===== config.mk =====
export PLATFORM = sky130hd
export DESIGN_NAME = wb_arbiter_flat
export DESIGN_NICKNAME = d
export VERILOG_FILES = /design/src/rtl/wb_arbiter_if.sv /design/src/rtl/wb_arbiter.sv /design/src/flat_wrapper.sv
export SDC_FILE = /design/constraint.sdc
export NUM_CORES = 1
export LEC_CHECK = 0
export CORE_ASPECT_RATIO = 1.5
export CORE_MARGIN = 1.5
export CORE_UTILIZATION = 50
export DETAILED_ROUTE_END_ITERATION = 12
export PLACE_DENSITY = 0.85
export SYNTH_ARGS = -nofsm -noshare
export SYNTH_HDL_FRONTEND = slang
export SYNTH_SLANG_ARGS = --single-unit

===== constraint.sdc =====
create_clock -name clock_i -period 18.5 [get_ports clock_i]
set_input_delay 3.7 -clock clock_i [delete_from_list [all_inputs] [get_ports clock_i]]
set_output_delay 3.7 -clock clock_i [all_outputs]
set_load 0.03 [all_outputs]

===== src/rtl/wb_arbiter_if.sv =====
// ---------------------------------------------------------------------------
// wb_arbiter_if
// Purpose : Groups the requester side and the register-file write side of the
//           writeback arbiter into one bundle.
// Signals : req_valid_i  [3:0]         per-requester writeback request
//           req_addr_i   [4*ADDR_W-1:0] destination register, slice k = req k
//           req_data_i   [4*DATA_W-1:0] writeback value, slice k = req k
//           req_status_i [7:0]          2-bit status per requester
//           req_ready_o  [3:0]          combinational grant
//           wrEnA_o/B_o, wrAddrA_o/B_o, wrDataA_o/B_o, wrStatusA_o/B_o
//                                       registered write ports A and B
//           conflict_o                  one-cycle flag after a same-address
//                                       deferral
// Modports: slave  - arbiter side
//           master - requester / register-file side
// ---------------------------------------------------------------------------
interface wb_arbiter_if #(
  parameter int ADDR_W = 5,
  parameter int DATA_W = 16
);
  logic [3:0]          req_valid_i;
  logic [4*ADDR_W-1:0] req_addr_i;
  logic [4*DATA_W-1:0] req_data_i;
  logic [7:0]          req_status_i;
  logic [3:0]          req_ready_o;
  logic                wrEnA_o;
  logic                wrEnB_o;
  logic [ADDR_W-1:0]   wrAddrA_o;
  logic [ADDR_W-1:0]   wrAddrB_o;
  logic [DATA_W-1:0]   wrDataA_o;
  logic [DATA_W-1:0]   wrDataB_o;
  logic [1:0]          wrStatusA_o;
  logic [1:0]          wrStatusB_o;
  logic                conflict_o;

  modport slave (
    input  req_valid_i, req_addr_i, req_data_i, req_status_i,
    output req_ready_o,
    output wrEnA_o, wrEnB_o, wrAddrA_o, wrAddrB_o,
    output wrDataA_o, wrDataB_o, wrStatusA_o, wrStatusB_o,
    output conflict_o
  );

  modport master (
    output req_valid_i, req_addr_i, req_data_i, req_status_i,
    input  req_ready_o,
    input  wrEnA_o, wrEnB_o, wrAddrA_o, wrAddrB_o,
    input  wrDataA_o, wrDataB_o, wrStatusA_o, wrStatusB_o,
    input  conflict_o
  );
endinterface


===== src/rtl/wb_arbiter.sv =====
// ---------------------------------------------------------------------------
// wb_arbiter
// Purpose : Round-robin arbiter that merges four writeback requesters
//           (arithA, arithB, loadStoreA, loadStoreB) onto the two write ports
//           of a register file. Up to two grants per cycle; the second grant
//           must target a different register than the first. Granted writes
//           appear on the write ports one cycle after the grant.
// Ports   : clock_i - single clock, rising edge
//           reset_i - synchronous, active-low reset
//           bus     - wb_arbiter_if.slave (requests, grants, write ports,
//                     conflict flag)
// ---------------------------------------------------------------------------
module wb_arbiter #(
  parameter int ADDR_W = 5,
  parameter int DATA_W = 16
) (
  input  logic         clock_i,
  input  logic         reset_i,
  wb_arbiter_if.slave  bus
);

  // Per-requester views of the flattened request buses
  logic [ADDR_W-1:0] addr_arr [4];
  logic [DATA_W-1:0] data_arr [4];
  logic [1:0]        stat_arr [4];

  for (genvar gi = 0; gi < 4; gi++) begin : g_unpack
    assign addr_arr[gi] = bus.req_addr_i[gi*ADDR_W +: ADDR_W];
    assign data_arr[gi] = bus.req_data_i[gi*DATA_W +: DATA_W];
    assign stat_arr[gi] = bus.req_status_i[gi*2 +: 2];
  end

  // State
  logic [1:0]        ptr_q,        ptr_d;
  logic              wr_en_a_q,    wr_en_a_d;
  logic              wr_en_b_q,    wr_en_b_d;
  logic [ADDR_W-1:0] wr_addr_a_q,  wr_addr_a_d;
  logic [ADDR_W-1:0] wr_addr_b_q,  wr_addr_b_d;
  logic [DATA_W-1:0] wr_data_a_q,  wr_data_a_d;
  logic [DATA_W-1:0] wr_data_b_q,  wr_data_b_d;
  logic [1:0]        wr_stat_a_q,  wr_stat_a_d;
  logic [1:0]        wr_stat_b_q,  wr_stat_b_d;
  logic              conflict_q,   conflict_d;

  // Arbitration results
  logic [3:0] valid_g;
  logic       a_vld, b_vld;
  logic [1:0] a_idx, b_idx;
  logic [1:0] idx;
  logic [3:0] ready;

  // Requests are masked while in reset so nothing is granted then.
  assign valid_g = reset_i ? bus.req_valid_i : 4'b0000;

  always_comb begin
    a_vld      = 1'b0;
    b_vld      = 1'b0;
    a_idx      = 2'd0;
    b_idx      = 2'd0;
    idx        = 2'd0;
    conflict_d = 1'b0;
    // Walk requesters in priority order ptr, ptr+1, ptr+2, ptr+3.
    // Anyone after the port-A winner that targets the same register is
    // deferred; the first remaining one with a different register takes B.
    for (int i = 0; i < 4; i++) begin
      idx = ptr_q + 2'(i);
      if (valid_g[idx]) begin
        if (!a_vld) begin
          a_vld = 1'b1;
          a_idx = idx;
        end else if (addr_arr[idx] == addr_arr[a_idx]) begin
          conflict_d = 1'b1;
        end else if (!b_vld) begin
          b_vld = 1'b1;
          b_idx = idx;
        end
      end
    end
  end

  always_comb begin
    ready = 4'b0000;
    if (a_vld) ready[a_idx] = 1'b1;
    if (b_vld) ready[b_idx] = 1'b1;
  end

  always_comb begin
    ptr_d       = ptr_q;
    wr_en_a_d   = a_vld;
    wr_en_b_d   = b_vld;
    wr_addr_a_d = wr_addr_a_q;
    wr_data_a_d = wr_data_a_q;
    wr_stat_a_d = wr_stat_a_q;
    wr_addr_b_d = wr_addr_b_q;
    wr_data_b_d = wr_data_b_q;
    wr_stat_b_d = wr_stat_b_q;
    if (a_vld) begin
      wr_addr_a_d = addr_arr[a_idx];
      wr_data_a_d = data_arr[a_idx];
      wr_stat_a_d = stat_arr[a_idx];
      // B is always later than A in priority order, so it is the last grant.
      ptr_d       = (b_vld ? b_idx : a_idx) + 2'd1;
    end
    if (b_vld) begin
      wr_addr_b_d = addr_arr[b_idx];
      wr_data_b_d = data_arr[b_idx];
      wr_stat_b_d = stat_arr[b_idx];
    end
  end

  always_ff @(posedge clock_i) begin
    if (!reset_i) begin
      ptr_q       <= 2'd0;
      wr_en_a_q   <= 1'b0;
      wr_en_b_q   <= 1'b0;
      wr_addr_a_q <= '0;
      wr_addr_b_q <= '0;
      wr_data_a_q <= '0;
      wr_data_b_q <= '0;
      wr_stat_a_q <= 2'd0;
      wr_stat_b_q <= 2'd0;
      conflict_q  <= 1'b0;
    end else begin
      ptr_q       <= ptr_d;
      wr_en_a_q   <= wr_en_a_d;
      wr_en_b_q   <= wr_en_b_d;
      wr_addr_a_q <= wr_addr_a_d;
      wr_addr_b_q <= wr_addr_b_d;
      wr_data_a_q <= wr_data_a_d;
      wr_data_b_q <= wr_data_b_d;
      wr_stat_a_q <= wr_stat_a_d;
      wr_stat_b_q <= wr_stat_b_d;
      conflict_q  <= conflict_d;
    end
  end

  assign bus.req_ready_o = ready;
  assign bus.wrEnA_o     = wr_en_a_q;
  assign bus.wrEnB_o     = wr_en_b_q;
  assign bus.wrAddrA_o   = wr_addr_a_q;
  assign bus.wrAddrB_o   = wr_addr_b_q;
  assign bus.wrDataA_o   = wr_data_a_q;
  assign bus.wrDataB_o   = wr_data_b_q;
  assign bus.wrStatusA_o = wr_stat_a_q;
  assign bus.wrStatusB_o = wr_stat_b_q;
  assign bus.conflict_o  = conflict_q;

endmodule

===== src/flat_wrapper.sv =====
// flat-port wrapper written by rule: the top's interface ports become plain ports
module wb_arbiter_flat 
#(
  parameter int ADDR_W = 5,
  parameter int DATA_W = 16
)
  (clock_i, reset_i, bus_req_valid_i, bus_req_addr_i, bus_req_data_i, bus_req_status_i, bus_req_ready_o, bus_wrEnA_o, bus_wrEnB_o, bus_wrAddrA_o, bus_wrAddrB_o, bus_wrDataA_o, bus_wrDataB_o, bus_wrStatusA_o, bus_wrStatusB_o, bus_conflict_o);
  wb_arbiter_if #(.ADDR_W(ADDR_W), .DATA_W(DATA_W)) bus_i ();
  input  logic clock_i;
  input  logic reset_i;
  input wire logic [$bits(bus_i.req_valid_i)-1:0] bus_req_valid_i;
  input wire logic [$bits(bus_i.req_addr_i)-1:0] bus_req_addr_i;
  input wire logic [$bits(bus_i.req_data_i)-1:0] bus_req_data_i;
  input wire logic [$bits(bus_i.req_status_i)-1:0] bus_req_status_i;
  output wire logic [$bits(bus_i.req_ready_o)-1:0] bus_req_ready_o;
  output wire logic [$bits(bus_i.wrEnA_o)-1:0] bus_wrEnA_o;
  output wire logic [$bits(bus_i.wrEnB_o)-1:0] bus_wrEnB_o;
  output wire logic [$bits(bus_i.wrAddrA_o)-1:0] bus_wrAddrA_o;
  output wire logic [$bits(bus_i.wrAddrB_o)-1:0] bus_wrAddrB_o;
  output wire logic [$bits(bus_i.wrDataA_o)-1:0] bus_wrDataA_o;
  output wire logic [$bits(bus_i.wrDataB_o)-1:0] bus_wrDataB_o;
  output wire logic [$bits(bus_i.wrStatusA_o)-1:0] bus_wrStatusA_o;
  output wire logic [$bits(bus_i.wrStatusB_o)-1:0] bus_wrStatusB_o;
  output wire logic [$bits(bus_i.conflict_o)-1:0] bus_conflict_o;
  assign bus_i.req_valid_i = bus_req_valid_i;
  assign bus_i.req_addr_i = bus_req_addr_i;
  assign bus_i.req_data_i = bus_req_data_i;
  assign bus_i.req_status_i = bus_req_status_i;
  assign bus_req_ready_o = bus_i.req_ready_o;
  assign bus_wrEnA_o = bus_i.wrEnA_o;
  assign bus_wrEnB_o = bus_i.wrEnB_o;
  assign bus_wrAddrA_o = bus_i.wrAddrA_o;
  assign bus_wrAddrB_o = bus_i.wrAddrB_o;
  assign bus_wrDataA_o = bus_i.wrDataA_o;
  assign bus_wrDataB_o = bus_i.wrDataB_o;
  assign bus_wrStatusA_o = bus_i.wrStatusA_o;
  assign bus_wrStatusB_o = bus_i.wrStatusB_o;
  assign bus_conflict_o = bus_i.conflict_o;
  wb_arbiter #(.ADDR_W(ADDR_W), .DATA_W(DATA_W)) u_core (.clock_i(clock_i), .reset_i(reset_i), .bus(bus_i));
endmodule

== After elaboration in Yosys (flattened, before gate mapping) ==
Index checks and enable logic that the tools add are counted.

* Register bits after elaboration: 51
* Bits in latches: 0
* Memory bits (writable): 0
* Memory bits (read-only): 0
* Word-level logic and storage cells: 136
* Memories: 0

* Add/subtract/negate cells: 4
* Multiply operators: 0
* Divide/modulo/power cells: 0
* Magnitude comparators: 16
* Equal/unequal tests: 3
* Shift-type cells: 0
* Muxes and demuxes: 92
* Bitwise logic cells: 9
* Reduce and logical (&&, ||, !) cells: 2

{| class="wikitable"
|+ Operator list
! operator !! count
|-
| 5-bit binary-select mux with 2-bit select || 8
|-
| 5-bit two-way mux || 16
|-
| 16-bit binary-select mux with 2-bit select || 2
|-
| 16-bit two-way mux || 4
|-
| 2-bit two-way mux || 23
|-
| 1-bit two-way mux || 28
|-
| 3-bit greater-or-equal comparator (second input constant) || 8
|-
| 2-bit NOT with 3-bit output || 8
|-
| 2-bit by 3-bit less-than comparator with 1-bit output (second input constant) || 6
|-
| 5-bit == test || 3
|-
| 4-bit two-way mux || 3
|-
| 1-bit binary-select mux with 2-bit select || 4
|-
| 2-bit binary-select mux with 2-bit select || 2
|-
| 2-bit by 1-bit adder with 2-bit output (second input constant) || 2
|-
| 2-bit adder (second input constant) || 2
|-
| 1-bit demux with 2-bit select || 2
|-
| 2-bit by 1-bit greater-or-equal comparator with 1-bit output (second input constant) || 2
|-
| 4-bit bitwise OR || 1
|-
| 1-bit logical AND || 2
|}

== Longest topological paths before layout ==
Gate-level depths: netlist of run 1.

* Depth in word-level cells: 26
* Mapped depth: 21
* Mapped depth without buffers: 16

== Worst setup path after synthesis of run 1 ==
No wires, ideal clock.

* Path kind: input-to-output
* Start point: input port bus_req_valid_i[3]
* End point: output port bus_req_ready_o[1]
* Arrival: 7.693 ns
* Path slack: 7.107 ns
* Stages: 17
* Buffers on the path: 2
* Cell sequence: buf_2 > mux2i_2 > nand2_1 > o211ai_1 > inv_1 > ha_1 > inv_2 > mux4_2 > xor2_1 > nor4_4 > nor2_2 > a2111o_1 > o211a_2 > o31ai_4 > buf_6 > inv_1 > o22ai_1

* Word-level cells in the longest chain between the ends: 26
* Elaborated cells on any way between the ends: 68
* Those cells by class: order compare (4); eq/ne (3); mux (55); bitwise (4); reduce/logical (2)

{| class="wikitable"
|+ RTL lines
! element !! RTL line !! RTL
|-
| start, declared || flat_wrapper.sv:11 || <nowiki>input wire logic [$bits(bus_i.req_valid_i)-1:0] bus_req_valid_i;</nowiki>
|-
| 4-bit two-way mux * || wb_arbiter.sv:53 || <nowiki>assign valid_g = reset_i ? bus.req_valid_i : 4'b0000;</nowiki>
|-
| 1-bit binary-select mux with 2-bit select || wb_arbiter.sv:67 || <nowiki>if (valid_g[idx]) begin</nowiki>
|-
| 1-bit two-way mux (implied by the code) || wb_arbiter.sv:67 ||
|-
| 2-bit two-way mux || wb_arbiter.sv:67 ||
|-
| 2-bit NOT with 3-bit output (implied by the code) || wb_arbiter.sv:71 || <nowiki>end else if (addr_arr[idx] == addr_arr[a_idx]) begin</nowiki>
|-
| 5-bit binary-select mux with 2-bit select || wb_arbiter.sv:71 ||
|-
| 5-bit two-way mux (implied by the code) (2 in series) || wb_arbiter.sv:71 ||
|-
| 5-bit == test || wb_arbiter.sv:71 ||
|-
| [9 not listed] || - ||
|-
| 2-bit two-way mux || wb_arbiter.sv:68 || <nowiki>if (!a_vld) begin</nowiki>
|-
| 2-bit two-way mux || wb_arbiter.sv:67 ||
|-
| 2-bit by 3-bit less-than comparator with 1-bit output (implied by the code) or 2-bit by 1-bit greater-or-equal comparator with 1-bit output (tied branches) || wb_arbiter.sv:84 || <nowiki>if (b_vld) ready[b_idx] = 1'b1;</nowiki>
|-
| 1-bit logical AND (implied by the code) || wb_arbiter.sv:84 ||
|-
| 1-bit two-way mux (implied by the code) || wb_arbiter.sv:84 ||
|-
| 1-bit demux with 2-bit select || - ||
|-
| 4-bit bitwise OR (no line) || - ||
|-
| 4-bit two-way mux * || wb_arbiter.sv:84 ||
|-
| end, declared || flat_wrapper.sv:15 || <nowiki>output wire logic [$bits(bus_i.req_ready_o)-1:0] bus_req_ready_o;</nowiki>
|}

Every way passes the cells marked *; elsewhere a longest branch is shown, timed or not. The select of a mux whose other input is x is not followed.

== Worst setup path after layout of run 1 ==
* Start point: input port bus_req_valid_i[2]
* End point: output port bus_req_ready_o[3]

Same word-level chain as after synthesis.

==> load_flow_metrics.sql, run 1 <==
INSERT INTO impl_metrics (metric_group, metric, value, unit) VALUES
('die', 'initial_utilization', '0.5158', ''),
('die', 'placementRows', '43', ''),
('timing', 'slew_viol_final', '0', ''),
('synthesis', 'yosysSeqAreaShare', '0.2127', ''),
('critical_path', 'r2r_cells', '16', ''),
('cts', 'cts_max_level', '2', ''),
('critical_path', 'critical_path_class', 'in2out', ''),
('cts', 'clk_root_buffer_cell', 'sky130_fd_sc_hd__clkbuf_16', ''),
('cts', 'clock_path_buffers', '2', ''),
('synthesis', 'net_count_synth', '737', ''),
('routing', 'num_vias', '5519', ''),
('synthesis', 'syn_avg_cell_area', '7.525', 'um2'),
('synthesis', 'synth_top_area_cell', 'sky130_fd_sc_hd__dfxtp_1', ''),
('final_layout', 'commonest_cells_after_routing_fill_and_taps_aside', 'sky130_fd_sc_hd__nand2_1, sky130_fd_sc_hd__clkdlybuf4s50_1, sky130_fd_sc_hd__nand3_1, sky130_fd_sc_hd__mux2i_1, sky130_fd_sc_hd__dfxtp_1', ''),
('routing', 'route.detailed.drc', '0', ''),
('die', 'core_area', '9308', 'um2'),
('placed_design', 'numPlacedInstances', '860', ''),
('synthesis', 'synth_cell_types', '67', ''),
('hold_path', 'whs_path_depth', '2', ''),
('grt', 'grt_util_all_layers', '0.3191', ''),
('timing', 'maxClockFrequency', '75.42', 'MHz'),
('critical_path', 'cp-startpoint', 'bus_req_valid_i[2]', ''),
('grt', 'antenna_violations_before_repair', '0', ''),
('timing', 'setup_repair_after_global_routing_missed_its_margin', 'no', ''),
('grt', 'grt_pass1_wl', '26350', 'um'),
('final_layout', 'diodes', '0', ''),
('timing', 'layout_min_cycle_time', '13260', 'ps'),
('final_layout', 'drive_above_1_share', '0.07550', ''),
('final_layout', 'finalNonFillerCells', '867', ''),
('routing', 'drt_first_pass_iters', '8', ''),
('timing', 'fin_crit_sh', '0.7167', ''),
('critical_path', 'cp_cell_sequence', 'clkdlybuf4s50_1 -> mux2i_2 -> nand2_1 -> o211ai_1 -> inv_1 -> ha_1 -> inv_2 -> mux4_2 -> xor2_1 -> nor4_4 -> nor2_2 -> a2111o_1 -> o211a_2 -> o31ai_4 -> buf_4 -> inv_1 -> o22ai_1 -> clkdlybuf4s50_1', ''),
('critical_path', 'critical_path_peak_fanout', '51', ''),
('synthesis', 'synthesis.area', '4801', 'um2'),
('power_and_ir_drop', 'powerDensity', '171.5', 'nW/um2'),
('die', 'die_w', '83.01', 'um'),
('cts', 'cts_resized', '0', ''),
('flow_run', 'max_cap_violations', '0', ''),
('outcome', 'run_status', 'finished clean', ''),
('placed_design', 'place_hpwl', '12140', 'um'),
('cts', 'hold_buf_count_cts', '0', ''),
('grt', 'gr-total-overflow', '0', ''),
('timing', 'max-slew-margin-rel', '0.2856', ''),
('die', 'design.die.area', '10210', 'um2'),
('die', 'boundaryPins', '151', ''),
('critical_path', 'crit_slowest_cell', 'sky130_fd_sc_hd__clkdlybuf4s50_1', ''),
('routing', 'dr.first_iter.drc_count', '370', ''),
('grt', 'first_global_vias', '5382', ''),
('timing', 'worst_clock_skew', '2.259', 'ps'),
('timing', 'hold_violations', '0', ''),
('critical_path', 'worstPathArrival', '9560', 'ps'),
('final_layout', 'syn_to_final_growth', '33.93', '%'),
('critical_path', 'crit-reg2reg-launch', 'u_core.ptr_q[0]', ''),
('timing', 'tightestPinTransition', '1072', 'ps'),
('cts', 'postCtsSetupBuffers', '0', ''),
('hold_path', 'startpoint_of_the_lowest_slack_hold_path', 'u_core.bus.wrAddrA_o[2]', ''),
('hold_path', 'hold_class', 'reg2reg', ''),
('timing', 'setup-violations-final', '0', ''),
('critical_path', 'critPathLaunchType', 'input pin', ''),
('synthesis', 'synthesis.yosys.warnings', '0', ''),
('grt', 'pin_count_of_the_biggest_net_entering_global_routing', '52', ''),
('placed_design', 'routabilityCongestion', '0.9620', ''),
('critical_path', 'r2r-end', 'u_core.bus.wrDataB_o[11]', ''),
('final_layout', 'num-fill-cells', '778', ''),
('critical_path', 'critical_path.endpoint_type', 'output pin', ''),
('hold_path', 'hold_path_end', 'u_core.bus.wrAddrA_o[2]', ''),
('final_layout', 'fin_nets', '854', ''),
('routing', 'ant_nets', '0', ''),
('die', 'die_span_y', '123.0', 'um'),
('critical_path', 'cp_top_family', 'buffers and inverters', ''),
('synthesis', 'async_reset_ff_frac', '0', '');
worst max path at each step:
stage,to,slack (ps),cells after the start
final,bus_req_ready_o[3],5240,18
after CTS,bus_req_ready_o[3],5270,18
after detailed placement,bus_req_ready_o[1],5290,18
after global routing,bus_req_ready_o[1],4880,16
after floorplan,bus_req_ready_o[1],7110,17
after global placement,bus_req_ready_o[1],5430,18
state kept, by name, indices dropped and copies added (netlist names):
name / count
u_core.bus.wrAddrA_o: 5
u_core.bus.wrDataB_o: 16
u_core.bus.wrStatusA_o: 2
u_core.bus.wrStatusB_o: 2
u_core.bus.wrDataA_o: 16
u_core.bus.wrAddrB_o: 5
u_core.bus.conflict_o: 1
u_core.bus.wrEnB_o: 1
u_core.ptr_q: 2
u_core.bus.wrEnA_o: 1
cell usage after synthesis (all sizes together) (3+ instances only):
cell type	instances
a211oi	8
a21boi	4
a21oi	33
and2	8
and3	4
buf	28
clkbuf	21
dfxtp	51
inv	13
mux2	7
mux2i	63
mux4	13
nand2	154
nand3	75
nand4	11
nor2	14
nor2b	7
nor3	4
o211ai	8
o21a	3
o21ai	18
o221a	3
o221ai	24
o22ai	4
or3	5
xnor2	8
xor2	4
routing by layer:
layer | part of all wire | global-route usage | routed length (um)
met1 | 0.37 | 0.3429 | 6093
met2 | 0.51 | 0.5783 | 8543
met3 | 0.064 | 0.05674 | 1064
met4 | 0.059 | 0.2031 | 990
met5 | 0 | 0 | 0
worst register-to-register path: stages, from the launching register on:
cell,delay [ps]
sky130_fd_sc_hd__dfxtp_1,310
sky130_fd_sc_hd__buf_4,430
sky130_fd_sc_hd__mux2_2,420
sky130_fd_sc_hd__o211ai_1,390
sky130_fd_sc_hd__inv_1,170
sky130_fd_sc_hd__ha_1,440
sky130_fd_sc_hd__inv_2,190
sky130_fd_sc_hd__mux4_2,510
sky130_fd_sc_hd__xor2_1,200
sky130_fd_sc_hd__nor4_4,430
sky130_fd_sc_hd__nor2_2,120
sky130_fd_sc_hd__a2111o_1,440
sky130_fd_sc_hd__o211a_2,180
sky130_fd_sc_hd__o31ai_4,220
sky130_fd_sc_hd__buf_4,680
sky130_fd_sc_hd__mux2i_1,380
sky130_fd_sc_hd__o221ai_1,140
cell type report:
class | instances | area [um2] | share of cell area
multi-input combinational | 524 | 3503 | 0.5449
timing repair buffer | 159 | 1569 | 0.2440
sequential | 51 | 1021 | 0.1588
tap | 112 | 140.1 | 0.02179
clock buffer | 6 | 138.9 | 0.02160
inverter | 14 | 52.55 | 0.008173
clock inverter | 1 | 5.005 | 0.0007784
cell families after synthesis:
logic type                 count (synthesis)  share of synthesized area
DFF                                       51                     0.2127
buffers and inverters                     63                    0.06437
and+or+nand+nor                          296                     0.2862
muxes                                     83                     0.2095
AOI/OAI and AO/OA                        132                     0.2028
adders and majority gates                  1                   0.002606
xor gates and xnor gates                  12                    0.02189
power by group:
part	switching [mW]	internal (mW)
Sequential	0.0245	0.159
Clock	0.0402	0.0529
Combinational	0.496	0.330
through the flow:
step                      setup slack [ps]  hold slack (ps)  instance area (um2)
after detailed placement              5289            443.7                 6286
after CTS                             5266            452.6                 6430
after floorplan                       7107            578.0                 4801
after global routing                  4881            467.9                 6430
after global placement                5428            438.1                 6286
final                                 5241            452.5                 6430
Power figures use the tool's default switching activity.
==> run 2: changes to the inputs <==
- CORE_UTILIZATION: 50 -> 43
- PLACE_DENSITY: 0.85 -> 0.78
- clock period: 18.5 -> 11.4 ns (I/O delays scaled with it)
==> run 2 against run 1 <==
  * Critical path depth decreased by 2
  * Worst setup slack got worse by 4000 ps
  * Combinational power increased by 63%
  * First-iteration DRC count increased by 16%
  * Total power increased by 63%
  * Sequential power increased by 66%
  * Via count increased by 2.2%
  * Critical endpoint unchanged
  * Non-clock buffer count unchanged
  * Clock-buffer cell count unchanged
  * Critical path type unchanged
  * Largest power group unchanged
==> load_flow_metrics.sql, run 2 (synthesis results as in run 1) <==
INSERT INTO impl_metrics (metric_group, metric, value, unit) VALUES
('timing', 'fin_crit_sh', '0.8931', ''),
('final_layout', 'diodes', '0', ''),
('placed_design', 'routabilityCongestion', '1.014', ''),
('cts', 'cts.clk_slew.worst_paths', '70', 'ps'),
('final_layout', 'syn_to_final_growth', '35.05', '%'),
('critical_path', 'cp_top_family', 'buffers and inverters', ''),
('die', 'design.die.area', '11820', 'um2'),
('cts', 'clock_sink_count', '51', ''),
('die', 'die_span_y', '132.4', 'um'),
('power_and_ir_drop', 'p_int', '0.8783', 'mW'),
('cts', 'clk_root_buffer_cell', 'sky130_fd_sc_hd__clkbuf_16', ''),
('die', 'boundaryPins', '151', ''),
('hold_path', 'whs_path_depth', '2', ''),
('grt', 'pin_count_of_the_biggest_net_entering_global_routing', '52', ''),
('timing', 'finalSetupTns', '0', 'ps'),
('outcome', 'run_status', 'finished clean', ''),
('die', 'placementRows', '47', ''),
('grt', 'grt.met2_usage', '0.5351', ''),
('grt', 'gr-total-overflow', '0', ''),
('hold_path', 'hold_class', 'reg2reg', ''),
('critical_path', 'critPathLaunchType', 'input pin', ''),
('cts', 'cts_resized', '0', ''),
('grt', 'first_global_vias', '5697', ''),
('cts', 'worst_skew_pair.late_latency', '300', 'ps'),
('grt', 'globalRouteMet3Util', '0.04991', ''),
('grt', 'met1_usage', '0.3294', ''),
('hold_path', 'startpoint_of_the_lowest_slack_hold_path', 'u_core.bus.wrDataA_o[10]', ''),
('cts', 'cts_max_level', '2', ''),
('grt', 'antenna_violations_before_repair', '0', ''),
('critical_path', 'worst-endpoint-required', '9120', 'ps'),
('grt', 'gr-max-usage-layer', 'met2', ''),
('hold_path', 'hold_path_end', 'u_core.bus.wrDataA_o[10]', ''),
('placed_design', 'io_buffer_count', '150', ''),
('placed_design', 'place_hpwl', '12760', 'um'),
('timing', 'maxClockFrequency', '98.22', 'MHz'),
('critical_path', 'worstPathArrival', '7900', 'ps'),
('timing', 'slew_viol_final', '0', ''),
('routing', 'num_vias', '5643', ''),
('routing', 'wire_per_inst', '19.67', 'um'),
('grt', 'grt_pass1_wl', '28180', 'um'),
('cts', 'cts_tree', 'done', ''),
('grt', 'grt_util_all_layers', '0.3042', ''),
('timing', 'tightestPinTransition', '989.8', 'ps'),
('critical_path', 'r2r-end', 'u_core.bus.wrDataB_o[0]', ''),
('critical_path', 'slowest_delay', '900', 'ps'),
('power_and_ir_drop', 'power.switching', '0.9196', 'mW'),
('routing', 'dr.first_iter.drc_count', '430', ''),
('cts', 'postCtsSetupBuffers', '0', ''),
('timing', 'layout_min_cycle_time', '10180', 'ps'),
('routing', 'drt_first_pass_iters', '7', ''),
('routing', 'drt-total-wl', '17760', 'um'),
('timing', 'max-slew-margin-rel', '0.3402', ''),
('routing', 'route.detailed.drc', '0', ''),
('timing', 'hold_violations', '0', ''),
('critical_path', 'crit-reg2reg-launch', 'u_core.ptr_q[0]', ''),
('critical_path', 'cp_cell_sequence', 'clkdlybuf4s50_1 -> o211ai_1 -> inv_1 -> ha_1 -> inv_2 -> mux4_2 -> xor2_1 -> nor4_4 -> nor2_2 -> a2111o_1 -> o211a_2 -> o31ai_4 -> buf_12 -> inv_1 -> o22ai_1 -> clkdlybuf4s50_1', ''),
('power_and_ir_drop', 'power.ir.vdd_worst', '0.1808', 'mV'),
('final_layout', 'most_common_cell_after_layout_fill_and_taps_aside', 'sky130_fd_sc_hd__nand2_1', ''),
('power_and_ir_drop', 'p_clk_frac', '0.083', ''),
('cts', 'hold_buf_count_cts', '0', ''),
('timing', 'worst_clock_skew', '5.996', 'ps'),
('final_layout', 'postLayoutCoreUtil', '0.5928', ''),
('power_and_ir_drop', 'sequentialPowerShare', '0.169', ''),
('flow_run', 'max_cap_violations', '0', ''),
('cts', 'clock_path_buffers', '2', ''),
('die', 'die_w', '89.28', 'um'),
('critical_path', 'critical_path.endpoint_type', 'output pin', ''),
('final_layout', 'fin_nets', '854', ''),
('critical_path', 'critical_path_class', 'in2out', ''),
('timing', 'setup_repair_after_global_routing_missed_its_margin', 'no', ''),
('critical_path', 'rrSetupSlack', '5910', 'ps'),
('timing', 'setup-violations-final', '0', ''),
('power_and_ir_drop', 'power.switching_fraction', '0.5115', ''),
('critical_path', 'r2r_cells', '16', ''),
('routing', 'drt-vias-per-instance', '6.249', ''),
('cts', 'cts_made_buffers', '5', ''),
('power_and_ir_drop', 'leakagePower', '2.422', 'nW'),
('critical_path', 'critical_path_peak_fanout', '51', ''),
('power_and_ir_drop', 'p_comb_frac', '0.749', ''),
('power_and_ir_drop', 'powerDensity', '277.3', 'nW/um2'),
('final_layout', 'commonest_cells_after_routing_fill_and_taps_aside', 'sky130_fd_sc_hd__nand2_1, sky130_fd_sc_hd__clkdlybuf4s50_1, sky130_fd_sc_hd__nand3_1, sky130_fd_sc_hd__mux2i_1, sky130_fd_sc_hd__dfxtp_1', ''),
('final_layout', 'drive_above_1_share', '0.07540', ''),
('critical_path', 'worst-path-buf-inv', '6', ''),
('die', 'core_area', '10940', 'um2'),
('critical_path', 'crit_slowest_cell', 'sky130_fd_sc_hd__clkdlybuf4s50_1', ''),
('routing', 'ant_nets', '0', ''),
('die', 'initial_utilization', '0.4389', '');
==> run 2: metrics by stage <==
step,instances,power (mW),cell area [um2],worst slack [ps],hold WS (ps)
3_5_place_dp,895,1.638,6342,1317,447.4
6_report,903,1.798,6484,1219,458.4
2_1_floorplan,638,1.253,4801,2847,578.0
5_1_grt,903,1.913,6484,876.0,479.3
3_3_place_gp,895,1.611,6342,1451,440.4
4_1_cts,903,1.794,6484,1295,456.6
==> run 2: tightest hold or removal path, stage by stage, from the launching register on <==
cell and delay [ps]:
sky130_fd_sc_hd__dfxtp_1 310, sky130_fd_sc_hd__nand2_1 50, sky130_fd_sc_hd__a21oi_1 50
==> run 2: per-layer routing <==
layer | vias to the layer above | share of wire
met5 | - | 0
met4 | 0 | 0.054
li1 | 2594 | -
met2 | 307 | 0.53
met1 | 2670 | 0.35
met3 | 72 | 0.066
==> run 2: worst max-delay path by stage <==
stage	from	endpoint	slack, ps	depth (start not counted)
2_1_floorplan	bus_req_valid_i[3]	bus_req_ready_o[1]	2850	17
3_3_place_gp	reset_i	bus_req_ready_o[3]	1450	16
3_5_place_dp	reset_i	bus_req_ready_o[3]	1320	16
4_1_cts	bus_req_valid_i[2]	bus_req_ready_o[3]	1300	18
5_1_grt	reset_i	bus_req_ready_o[2]	880	15
6_report	reset_i	bus_req_ready_o[3]	1220	16
==> run 2: final cells by class <==
class                      count  area (um2)
clock buffer                   6       128.9
clock inverter                 2       12.51
multi-input combinational    524        3503
tap                          147       183.9
sequential                    51        1021
inverter                      14       52.55
timing repair buffer         159        1582
fill                        1049        4454
==> run 2: power by group through the flow <==
stage / clock, mW / combinational [mW] / sequential, mW
after floorplan: 0 / 0.813 / 0.440
after global placement: 0 / 1.31 / 0.305
after detailed placement: 0 / 1.33 / 0.304
after CTS: 0.151 / 1.34 / 0.303
after global routing: 0.158 / 1.44 / 0.311
final: 0.149 / 1.35 / 0.303
==> patch 1, RTL diff (config.mk and constraints of run 2) <==
`ADDR_W` is set to 5 in 3 places; all go to 4.
--- a/src/rtl/wb_arbiter_if.sv
+++ b/src/rtl/wb_arbiter_if.sv
@@ -16,5 +16,5 @@
 // ---------------------------------------------------------------------------
 interface wb_arbiter_if #(
-  parameter int ADDR_W = 5,
+  parameter int ADDR_W = 4,
   parameter int DATA_W = 16
 );
--- a/src/rtl/wb_arbiter.sv
+++ b/src/rtl/wb_arbiter.sv
@@ -12,5 +12,5 @@
 // ---------------------------------------------------------------------------
 module wb_arbiter #(
-  parameter int ADDR_W = 5,
+  parameter int ADDR_W = 4,
   parameter int DATA_W = 16
 ) (
--- a/src/flat_wrapper.sv
+++ b/src/flat_wrapper.sv
@@ -2,5 +2,5 @@
 module wb_arbiter_flat 
 #(
-  parameter int ADDR_W = 5,
+  parameter int ADDR_W = 4,
   parameter int DATA_W = 16
 )
Ports: changed (resized bus_req_addr_i, bus_wrAddrA_o and bus_wrAddrB_o); port bits go from 151 to 145. No check against the original RTL was run, so the function may have changed too.
==> patch 1 against run 2 <==
  * The flow now finishes with violations (DRC)
  * Wire length is 12% lower
  * Area after synthesis fell by 9.3%
  * Count of clock-buffer cells in the layout rose by 1
  * Sequential cell count fell by 2
  * Power down 3.5%
  * Setup slack improved by 0.39 ns
  * Maximum frequency up 4.0%
  * Design area down 7.9%
==> patch 1: results (changes against run 2) <==
Pwr:
- The maximum VDD drop is 0.1332 mV (was 0.1808 mV).
- The switching power came to 0.8930 mW (was 0.9196 mW).
- The combinational share of power is 0.741 (was 0.749).

Placed design:
- The count of buffers inserted at the top-level ports is 144 (was 150).
- The cell count after placement is 813 (was 895).

Route:
- The violation count after the first detailed-route iteration is 405 (was 430).
- The routed wire length per instance is 18.94 um (was 19.67 um).
- The average vias per placed instance was 6.172 (was 6.249).
- The number of detailed-route iterations in the first pass came to 11 (was 7).
- The DRC violations left is 3 (was 0).
- The length of routed met3 wiring is 953 um (was 1.174 mm).

STA:
- The remaining max-slew budget at the tightest pin is 0.3159 (was 0.3402).

Synth:
- Top post-synthesis cells by count: sky130_fd_sc_hd__nand2_1 (108), sky130_fd_sc_hd__nor2_1 (71), sky130_fd_sc_hd__mux2i_1 (65), sky130_fd_sc_hd__dfxtp_1 (49), sky130_fd_sc_hd__a21oi_1 (34) (was sky130_fd_sc_hd__nand2_1 (154), sky130_fd_sc_hd__nand3_1 (75), sky130_fd_sc_hd__mux2i_1 (62), sky130_fd_sc_hd__dfxtp_1 (51), sky130_fd_sc_hd__a21oi_1 (33)).
- Leading post-synthesis cells by cell area: sky130_fd_sc_hd__dfxtp_1 (23%), sky130_fd_sc_hd__mux2i_1 (15%), sky130_fd_sc_hd__nand2_1 (9.3%), sky130_fd_sc_hd__nor2_1 (6.1%), sky130_fd_sc_hd__o211ai_1 (5.2%) (was sky130_fd_sc_hd__dfxtp_1 (21%), sky130_fd_sc_hd__mux2i_1 (13%), sky130_fd_sc_hd__nand2_1 (12%), sky130_fd_sc_hd__nand3_1 (7.8%), sky130_fd_sc_hd__mux4_2 (6.1%)).
- The distinct cell type count of the synthesized netlist was 59 (was 67).

Critical path:
- The setup slack of the most critical reg-to-reg path is 6.21 ns (was 5.91 ns).
- The reg-to-reg endpoint is u_core.bus.wrStatusB_o[0] (was u_core.bus.wrDataB_o[0]).
- The category of cells accounting for the largest share of critical-path delay is simple AND/OR/NAND/NOR gates (was buffers and inverters).
- The maximum fanout along the worst path came to 47 (was 51).

Global routing:
- The via count of the first global-routing pass is 5,004 (was 5,697).
- The met1 capacity usage during global routing came to 0.3156 (was 0.3294).
- The overall track demand over capacity in global routing came to 0.2866 (was 0.3042).
- The pin count of the biggest net entering global routing is 49 (was 52).

Status:
- Result of the run: complete, but fails checks (was completed).
- The final reports fail on DRC.

Hold path:
- The hold path startpoint was u_core.bus.wrDataA_o[5] (was u_core.bus.wrDataA_o[10]).
- The end point of the most critical hold path is u_core.bus.wrDataA_o[5] (was u_core.bus.wrDataA_o[10]).
patch 1: cell types whose count changed after synthesis, sizes merged, moves of 7 or more:
cell,before,now
nor2,14,71
buf,28,18
o211ai,8,30
nand2,154,110
o21ai,18,11
nand3,75,25
nor3,4,14
patch 1: area by class of cell:
class                           instances  area [um^2]
Fill cell                             887         3772
Timing Repair Buffer                  154         1516
Tap cell                              115        143.9
Multi-Input combinational cell        474         3112
Sequential cell                        49        980.9
Clock buffer                            7        132.6
Inverter                               21        78.83
Clock inverter                          1        7.507
patch 1: worst max-delay path by stage:
stage,startpoint,to,slack [ns],cells past startpoint
2_1_floorplan,bus_req_valid_i[3],bus_req_ready_o[3],3.31,17
3_3_place_gp,bus_req_valid_i[3],bus_req_ready_o[0],1.81,17
3_5_place_dp,bus_req_valid_i[3],bus_req_ready_o[0],1.64,17
4_1_cts,bus_req_valid_i[3],bus_req_ready_o[0],1.67,17
5_1_grt,bus_req_valid_i[3],bus_req_ready_o[0],1.16,17
6_report,bus_req_valid_i[3],bus_req_ready_o[3],1.61,16
patch 1: cells by family after synthesis:
group,synth area share
AND/OR/NAND/NOR,0.2582
AO/OA/AOI/OAI,0.2292
multiplexers,0.2036
buffers and inverters,0.06404
flip-flops,0.2252
XOR/XNOR,0.01407
adder cells (fa/ha/maj),0.005743
patch 1: stage by stage:
| step | hold slack (ns) | area [um^2] | setup WS, ns | util |
|---|---|---|---|---|
| CTS | 0.4556 | 5972 | 1.667 | 0.6129 |
| global route | 0.4713 | 5972 | 1.159 | 0.6129 |
| detailed placement | 0.4462 | 5832 | 1.642 | 0.5985 |
| global placement | 0.4424 | 5832 | 1.813 | 0.5985 |
| finish | 0.4518 | 5972 | 1.612 | 0.6129 |
| floorplan | 0.5780 | 4357 | 3.308 | - |
==> patch 2, RTL diff (config.mk and constraints of run 2) <==
Without the edit above. `wr_addr_a_q`, `wr_addr_b_q`, `wr_data_a_q` and `wr_data_b_q` no longer have a reset.
--- a/src/rtl/wb_arbiter.sv
+++ b/src/rtl/wb_arbiter.sv
@@ -114,8 +114,4 @@
       wr_en_a_q   <= 1'b0;
       wr_en_b_q   <= 1'b0;
-      wr_addr_a_q <= '0;
-      wr_addr_b_q <= '0;
-      wr_data_a_q <= '0;
-      wr_data_b_q <= '0;
       wr_stat_a_q <= 2'd0;
       wr_stat_b_q <= 2'd0;
@@ -125,12 +121,15 @@
       wr_en_a_q   <= wr_en_a_d;
       wr_en_b_q   <= wr_en_b_d;
-      wr_addr_a_q <= wr_addr_a_d;
-      wr_addr_b_q <= wr_addr_b_d;
-      wr_data_a_q <= wr_data_a_d;
-      wr_data_b_q <= wr_data_b_d;
       wr_stat_a_q <= wr_stat_a_d;
       wr_stat_b_q <= wr_stat_b_d;
       conflict_q  <= conflict_d;
     end
+  end
+
+  always_ff @(posedge clock_i) begin
+    wr_addr_a_q <= wr_addr_a_d;
+    wr_addr_b_q <= wr_addr_b_d;
+    wr_data_a_q <= wr_data_a_d;
+    wr_data_b_q <= wr_data_b_d;
   end
 
Function: differs if reset_i is asserted again (counterexample within 4 cycles, from zero or initial values and one cycle with reset_i low); with reset_i held inactive, the same outputs for 4 cycles.
==> patch 2 against run 2 <==
  * Global-route usage fell by 5.3 points
  * Count of clock-buffer cells in the layout is 1 lower
  * Sequential cell count stayed put
  * Maximum frequency decreased by 1.3%
  * Synthesized cell count down 20%
  * Wire length down 15%
  * Setup slack got worse by 0.14 ns
  * Via count decreased by 15%
  * Power rose by 0.45%
  * Final cell count decreased by 14%
  * First-iteration DRC count shrank 43%
  * Design area is 0.46% higher
  * Area after synthesis increased by 1.5%
  * Critical path type unchanged
  * Critical endpoint is now bus_req_ready_o[1]
  * Largest power group unchanged
==> patch 2: results (changes against run 2) <==
Status:
- Result of the run: completed (unchanged).

Route:
- The number of detailed-route iterations in the first pass is 4 (was 7).
- The length of routed met3 wiring came to 809 um (was 1.174 mm).
- The sum of routed wire length over all layers was 15.01 mm (was 17.76 mm).
- The violation count after the first detailed-route iteration is 247 (was 430).
- The routed metal-1 wirelength is 5.554 mm (was 6.293 mm).
- The met2 wire length came to 8.108 mm (was 9.333 mm).

Critical path:
- The number of cell instances on the worst register-to-register path is 15 (was 16).
- The category of cells accounting for the largest share of critical-path delay is simple AND/OR/NAND/NOR gates (was buffers and inverters).
- The maximum fanout along the worst path is 28 (was 51).
- The origin of the worst setup path was bus_req_valid_i[2] (was reset_i).
- The reg-to-reg endpoint is u_core.bus.wrDataB_o[5] (was u_core.bus.wrDataB_o[0]).
- The master of the slowest instance on the critical path was sky130_fd_sc_hd__and2_2 (was sky130_fd_sc_hd__clkdlybuf4s50_1).
- The worst setup path endpoint is bus_req_ready_o[1] (was bus_req_ready_o[3]).

Pwr:
- The cell internal power dissipation came to 0.9543 mW (was 0.8783 mW).
- The power density over the cells is 277.2 nW/um^2 (was 277.3 nW/um^2).
- The static power due to leakage was 2.613 nW (was 2.422 nW).
- The maximum VDD drop is 0.1309 mV (was 0.1808 mV).
- The clock distribution power is 0.142 mW (was 0.149 mW).

Final layout:
- The number of ordinary and repair buffers in the finished layout is 156 (was 159).
- The share of final layout cell area taken by clock buffers and inverters is 0.02055 (was 0.02181).
- The number of nets in the layout is 731 (was 854).
- The share of final-layout standard cells stronger than drive strength 1 is 0.08703 (was 0.07540).
- The total area of sequential cells is 1441 um^2 (was 1021 um^2).
- The multi-input gate count is 405 (was 524).
- The non-clock inverter total of the final layout is 13 (was 14).

STA:
- The share of the clock period used by the worst path is 0.9053 (was 0.8931).
- The worst clock skew came to 0.004636 ns (was 0.005996 ns).

Placed design:
- The last weighted congestion value of the routability-driven placer is 0.9255 (was 1.014).
- The placed cell area is 6380 um^2 (was 6342 um^2).
- The worst setup timing slack at the placement stage is 1.129 ns (was 1.317 ns).
- The cell count after placement was 772 (was 895).
- The detailed placer's ending HPWL is 10.92 mm (was 12.76 mm).

Synth:
- The count of mapped cells out of synthesis is 509 (was 638).
- The distinct cell type count of the synthesized netlist is 70 (was 67).
- Top post-synthesis cells by count: sky130_fd_sc_hd__mux2i_1 (66), sky130_fd_sc_hd__nand2_1 (63), sky130_fd_sc_hd__edfxtp_1 (42), sky130_fd_sc_hd__a31oi_1 (25), sky130_fd_sc_hd__a211oi_1 (23) (was sky130_fd_sc_hd__nand2_1 (154), sky130_fd_sc_hd__nand3_1 (75), sky130_fd_sc_hd__mux2i_1 (62), sky130_fd_sc_hd__dfxtp_1 (51), sky130_fd_sc_hd__a21oi_1 (33)).
- The number of synthesized flops with an enable pin is 42 (was 0).
- The net count after synthesis is 608 (was 737).

Global routing:
- The wire length of the first global-routing pass was 24.63 mm (was 28.18 mm).
- The overall track demand over capacity in global routing is 0.2515 (was 0.3042).

Hold path:
- The end point of the most critical hold path is u_core.bus.wrStatusA_o[0] (was u_core.bus.wrDataA_o[10]).
-- patch 2: changes by cell type after synthesis, moves of 9 or more --
cell	delta
sky130_fd_sc_hd__a211oi_1	+17
sky130_fd_sc_hd__a21oi_1	-16
sky130_fd_sc_hd__a31oi_1	+23
sky130_fd_sc_hd__and2_1	+13
sky130_fd_sc_hd__and3_1	+11
sky130_fd_sc_hd__dfxtp_1	-42
sky130_fd_sc_hd__edfxtp_1	+42
sky130_fd_sc_hd__nand2_1	-91
sky130_fd_sc_hd__nand3_1	-68
sky130_fd_sc_hd__nand4_1	-9
sky130_fd_sc_hd__o221ai_1	-19
-- patch 2: kinds of logic (layout without fill, tap and decap cells) --
family	count (synthesis)	in the layout	share of synthesized area
AOI/OAI and AO/OA	148	148	0.2255
xor gates and xnor gates	6	6	0.01079
adders and majority gates	1	1	0.002568
buffers and inverters	53	176	0.05959
DFF	51	51	0.2959
muxes	89	89	0.2296
and+or+nand+nor	161	161	0.1760
